==> src/rtl/tdo_sched_pkg.sv <==
`default_nettype none
// ============================================================================
// Module      : tdo_sched_pkg
// Description : Shared types and width helpers for the TDO word scheduler.
// Revision    : 1.0 - initial release
// ============================================================================
package tdo_sched_pkg;

    typedef enum logic [1:0] {
        ST_IDLE  = 2'd0,
        ST_SHIFT = 2'd1,
        ST_DONE  = 2'd2
    } state_t;

    localparam int NREQ_DEF  = 4;
    localparam int WIDTH_DEF = 32;

    function automatic int cnt_w(input int width);
        return $clog2(width) + 1;
    endfunction

    function automatic int id_w(input int nreq);
        return $clog2(nreq);
    endfunction

    localparam int CNT_W = cnt_w(WIDTH_DEF);
    localparam int ID_W  = id_w(NREQ_DEF);

endpackage
`default_nettype wire

==> src/rtl/rr_arbiter.sv <==
`default_nettype none
// ============================================================================
// Module      : rr_arbiter
// Description : Combinational round-robin pick, searching from ptr+1 upward.
// Revision    : 1.0 - initial release
// ============================================================================
module rr_arbiter
    import tdo_sched_pkg::*;
#(
    parameter int NREQ = NREQ_DEF,
    parameter int ID_W = id_w(NREQ_DEF)
) (
    input  logic [NREQ-1:0] req,
    input  logic [ID_W-1:0] ptr,
    output logic [ID_W-1:0] grant,
    output logic            any_req
);

    logic            w_found;
    logic [ID_W-1:0] w_idx;

    always_comb begin
        w_found = 1'b0;
        w_idx   = '0;
        grant   = '0;
        for (int k = 1; k <= NREQ; k++) begin
            w_idx = ID_W'((int'(ptr) + k) % NREQ);
            if (!w_found && req[w_idx]) begin
                grant   = w_idx;
                w_found = 1'b1;
            end
        end
    end

    assign any_req = |req;

endmodule
`default_nettype wire

==> src/rtl/tdo_word_scheduler.sv <==
`default_nettype none
// ============================================================================
// Module      : tdo_word_scheduler
// Description : Shares one serial TDO path between NREQ word sources.
// Revision    : 1.0 - initial release
// ============================================================================
module tdo_word_scheduler
    import tdo_sched_pkg::*;
#(
    parameter int NREQ  = NREQ_DEF,
    parameter int WIDTH = WIDTH_DEF
) (
    input  logic                     clk,
    input  logic                     reset,
    input  logic [NREQ-1:0]          req,
    input  logic [NREQ*WIDTH-1:0]    word,
    input  logic                     shift_en,
    input  logic                     abort,
    output logic                     tdo,
    output logic [NREQ-1:0]          ack,
    output logic [NREQ-1:0]          done,
    output logic                     busy,
    output logic [$clog2(NREQ)-1:0]  grant_id
);

    localparam int c_CNT_W = cnt_w(WIDTH);
    localparam int c_ID_W  = id_w(NREQ);

    state_t              r_state, w_state_n;
    logic [c_ID_W-1:0]   r_ptr, w_ptr_n;
    logic [c_ID_W-1:0]   w_gid_n;
    logic [WIDTH-1:0]    r_shreg, w_shreg_n;
    logic [c_CNT_W-1:0]  r_cnt, w_cnt_n;
    logic                w_tdo_n;
    logic [NREQ-1:0]     w_ack_n, w_done_n;
    logic [c_ID_W-1:0]   w_grant;
    logic                w_any_req;

    rr_arbiter #(
        .NREQ (NREQ),
        .ID_W (c_ID_W)
    ) u_arb (
        .req     (req),
        .ptr     (r_ptr),
        .grant   (w_grant),
        .any_req (w_any_req)
    );

    always_ff @(posedge clk) begin
        if (reset) begin
            r_state  <= ST_IDLE;
            r_ptr    <= c_ID_W'(NREQ - 1);
            grant_id <= '0;
            r_shreg  <= '0;
            r_cnt    <= '0;
            tdo      <= 1'b0;
            ack      <= '0;
            done     <= '0;
        end else begin
            r_state  <= w_state_n;
            r_ptr    <= w_ptr_n;
            grant_id <= w_gid_n;
            r_shreg  <= w_shreg_n;
            r_cnt    <= w_cnt_n;
            tdo      <= w_tdo_n;
            ack      <= w_ack_n;
            done     <= w_done_n;
        end
    end

    always_comb begin
        w_state_n = r_state;
        w_ptr_n   = r_ptr;
        w_gid_n   = grant_id;
        w_shreg_n = r_shreg;
        w_cnt_n   = r_cnt;
        w_tdo_n   = tdo;
        w_ack_n   = '0;
        w_done_n  = '0;
        case (r_state)
            ST_IDLE: begin
                if (!abort && w_any_req) begin
                    w_gid_n          = w_grant;
                    w_shreg_n        = word[w_grant*WIDTH +: WIDTH];
                    w_cnt_n          = c_CNT_W'(WIDTH);
                    w_ack_n[w_grant] = 1'b1;
                    w_state_n        = ST_SHIFT;
                end
            end
            ST_SHIFT: begin
                if (abort) begin
                    w_state_n = ST_IDLE;
                end else if (shift_en) begin
                    w_tdo_n   = r_shreg[WIDTH-1];
                    w_shreg_n = {r_shreg[WIDTH-2:0], 1'b0};
                    w_cnt_n   = r_cnt - c_CNT_W'(1);
                    if (r_cnt == c_CNT_W'(1)) begin
                        w_state_n = ST_DONE;
                    end
                end
            end
            ST_DONE: begin
                // done appears as the machine re-enters IDLE; abort here cancels it
                if (abort) begin
                    w_state_n = ST_IDLE;
                end else begin
                    w_done_n[grant_id] = 1'b1;
                    w_ptr_n            = grant_id;
                    w_state_n          = ST_IDLE;
                end
            end
            default: begin
                w_state_n = ST_IDLE;
            end
        endcase
    end

    assign busy = (r_state != ST_IDLE);

endmodule
`default_nettype wire

==> config.mk <==
export PLATFORM = sky130hd
export DESIGN_NAME = tdo_word_scheduler
export DESIGN_NICKNAME = d
export VERILOG_FILES = /design/src/rtl/tdo_sched_pkg.sv /design/src/rtl/rr_arbiter.sv /design/src/rtl/tdo_word_scheduler.sv
export SDC_FILE = /design/constraint.sdc
export NUM_CORES = 1
export LEC_CHECK = 0
export BUFFER_PORTS_ARGS = -buffer_cell sky130_fd_sc_hd__buf_2
export CAP_MARGIN = 10
export CORE_ASPECT_RATIO = 0.75
export CORE_MARGIN = 2
export CORE_UTILIZATION = 47
export DETAILED_ROUTE_END_ITERATION = 10
export GPL_TIMING_DRIVEN = 0
export HOLD_SLACK_MARGIN = 0.12
export PLACE_DENSITY = 0.81
export SLEW_MARGIN = 20
export SYNTH_ARGS = -nofsm -noshare
export SYNTH_HDL_FRONTEND = slang
export SYNTH_HIERARCHICAL = 1
export SYNTH_SLANG_ARGS = --single-unit
export TNS_END_PERCENT = 10
==> constraint.sdc <==
create_clock -name clk -period 2.8 [get_ports clk]
set_clock_uncertainty 0.05 [all_clocks]
set_input_delay 0.84 -clock clk [delete_from_list [all_inputs] [get_ports clk]]
set_output_delay 0.84 -clock clk [all_outputs]
set_load 0.02 [all_outputs]
==> impl_metrics.csv <==
group,metric,value,unit
outcome,outcome,"finished, final reports clean",
setup_path,critPathLaunchType,"primary input",
min_path,hold_class,"reg -> reg",
yosys,yosysUniqueCellTypes,37,
clock_network,htree_levels,2,
yosys,synth_warnings,6,
clock_network,clk_pin_slew_worst_paths,90,ps
placed_design,place_inst,588,
global_route,track_usage,24.19,%
setup_path,cp.buffers_inverters,4,
clock_network,cts_tree,"done",
timing,min_period_over_period,92.22,%
yosys,async_reset_ff_share,0,%
timing,maxSlewViolCount,0,
placed_design,place_area,0.003983,mm2
yosys,synth_area_per_cell,8.738,um2
cells_and_area,final_area,0.004065,mm2
global_route,grt_pass1_vias,3027,
timing,finalSetupViolCount,0,
setup_path,slowest_delay,310,ps
placed_design,place_congestion,0.8274,
floorplan,ioPinCount,148,
placed_design,numPortBuffers,147,
global_route,antenna_found_initial,0,
yosys,synthFlopType,"dfxtp_1",
yosys,ys_seq_area_share,33.73,%
setup_path,r2r_cells,9,
floorplan,die_w,98.47,um
global_route,grt_max_degree,16,
drt,routedWlPerCell,15.42,um
floorplan,die_area,0.007370,mm2
clock_network,holdBufCountCts,0,
yosys,syn_area,0.003146,mm2
yosys,ys_ff_latch,53,
setup_path,worstPathCellList,"buf_2 > a21oi_1 > a31oi_1 > a21oi_1 > clkbuf_1 > buf_4 > buf_2 > mux2i_1 > nand2_1 > a32o_1",
drt,vias,3323,
drt,dr.pass1.iters,5,
setup_path,cp.arrival,2730,ps
clock_network,cts_resized,0,
clock_network,clock_latency,300,ps
setup_path,worstSetupPathType,"in -> reg",
cells_and_area,utilization,63.71,%
cells_and_area,finalNonFillerCells,596,
floorplan,coreArea,0.006381,mm2
yosys,synth_edf_count,0,
timing,hold_viol,0,
cells_and_area,nNetsFinal,652,
timing,fmax,387.3,MHz
timing,rsz0062_at_grt,"no",
cells_and_area,drive_gt1_share,34.76,%
floorplan,std_cell_rows,25,
timing,holdWs,425.5,ps
clock_network,cts_buffers,5,
floorplan,initial_core_util,49.29,%
drt,ant_nets,0,
timing,min_period,2582,ps
clock_network,postCtsSetupRepairBufs,0,
clock_network,cts_sinks,53,
cells_and_area,diodes,0,
flow_run,max-cap-violations,0,
setup_path,crit_fanout,10,
yosys,syn_inst,360,
clock_network,cts_root_buffer,"clkbuf_8",
pwr,p_per_area,424.3,mW/mm2
global_route,grt_pass1_wl,14270,um
setup_path,critPathCaptureType,"register",
setup_path,crit_path_top_delay_cell,"buf_2",
global_route,grt_remaining_overflow,0,
setup_path,cpLargestDelayFamily,"buffers and inverters",
setup_path,required,2950,ps
placed_design,dp_hpwl,7195,um
timing,slew_headroom,51.35,%
timing,max_slew.worst_pin.slew,719.6,ps
drt,vias_per_cell,5.576,
cells_and_area,area_delta_synth_final,29.24,%
drt,wl,9190,um
clock_network,cts_max_path_buffers,2,
drt,drtIter0Drc,202,
pwr,power_leakage,1.825,nW
pwr,ir_drop,0.0002189,V
floorplan,die_h,74.85,um
setup_path,cp_num_cells,10,
drt,drc,0,
min_path,worstHoldPathCells,1,
yosys,synthesis.nets,498,
## layer usage
layer | GRT usage [%] | wire length [um] | vias up
met3 | 4.921 | 782 | 11
met2 | 39.91 | 4321 | 170
met5 | 0 | 0 | -
li1 | - | - | 1630
met1 | 32.53 | 3994 | 1512
met4 | 7.610 | 92 | 0
## power breakdown
part	internal (mW)	total, mW	switching [mW]
combinational	0.225	0.460	0.235
clock	0.174	0.421	0.246
sequential	0.810	0.844	0.0340
## kinds of logic (layout without fill, tap and decap cells)
family          count (synthesis)  count (layout)  synth area share (%)
compound gates                110             110                 23.91
xor+xnor                        4               4                 1.114
simple gates                   87              87                 12.57
fa+ha+maj                       2               2                0.7954
mux                            67              67                 21.72
flops                          53              53                 33.73
buf+inv                        37             192                 6.166
## sequential cells by signal, summed over array words and instances, names as in the netlist
name / flops
r_cnt: 6
r_ptr: 2
r_shreg: 32
ack: 4
r_state: 2
done: 4
grant_id: 2
tdo: 1
## cell usage after synthesis, drive strengths merged, types with 2 or more instances
cell type / instances / area [um2]
a211o: 2 / 17.52
a21oi: 67 / 335.3
a32o: 31 / 310.3
and2: 2 / 12.51
and3: 3 / 18.77
buf: 22 / 137.6
clkbuf: 10 / 37.54
dfxtp: 53 / 1061
ha: 2 / 25.02
inv: 5 / 18.77
mux2i: 66 / 660.6
nand2: 41 / 153.9
nand2b: 3 / 18.77
nand3: 2 / 10.01
nor2: 19 / 71.32
nor2b: 6 / 37.54
nor3: 4 / 20.02
nor3b: 2 / 15.01
o2111ai: 3 / 26.28
o21ai: 2 / 13.76
xor2: 3 / 26.28
## metrics by stage
stage / setup slack [ps] / setup TNS [ps] / total power [mW]
finish: 218.0 / 0 / 1.725
global route: 19.91 / 0 / 1.817
CTS: 178.1 / 0 / 1.729
detailed placement: -146.1 / -1629 / 1.318
global placement: -75.13 / -929.3 / 1.301
floorplan: 401.4 / 0 / 1.140
## final timing paths
kind                            startpoint                       end  slack (ps)
setup reg to reg     r_ptr[1]$_SDFFE_PP1P_  r_shreg[28]$_SDFFE_PP0P_         480
setup / recovery                    req[0]  r_shreg[28]$_SDFFE_PP0P_         220
hold / removal    r_shreg[29]$_SDFFE_PP0P_  r_shreg[29]$_SDFFE_PP0P_         430
hold reg to reg   r_shreg[29]$_SDFFE_PP0P_  r_shreg[29]$_SDFFE_PP0P_         430
## final cells by class
cell class	instances	area [um2]
buffer	32	175.2
inverter	5	18.77
fill	586	2316
multi-input combinational	270	1891
clock inverter	2	10.01
timing repair buffer	147	735.7
sequential	53	1061
clock buffer	6	72.57
tap	81	101.3
## cell usage in the layout, fill, tap and decap left out, drive strengths merged, types with 2 or more instances in the layout
master / count
nor2b: 6
a21oi: 67
nor2: 19
inv: 5
and2: 2
a32o: 31
dfxtp: 53
a211o: 2
mux2i: 66
nor3: 4
xor2: 3
o21ai: 2
nand2b: 3
nand2: 41
o2111ai: 3
clkbuf: 16
ha: 2
and3: 3
nand3: 2
nor3b: 2
buf: 169
clkinv: 2
No activity file was read; power rests on OpenSTA's default activity.
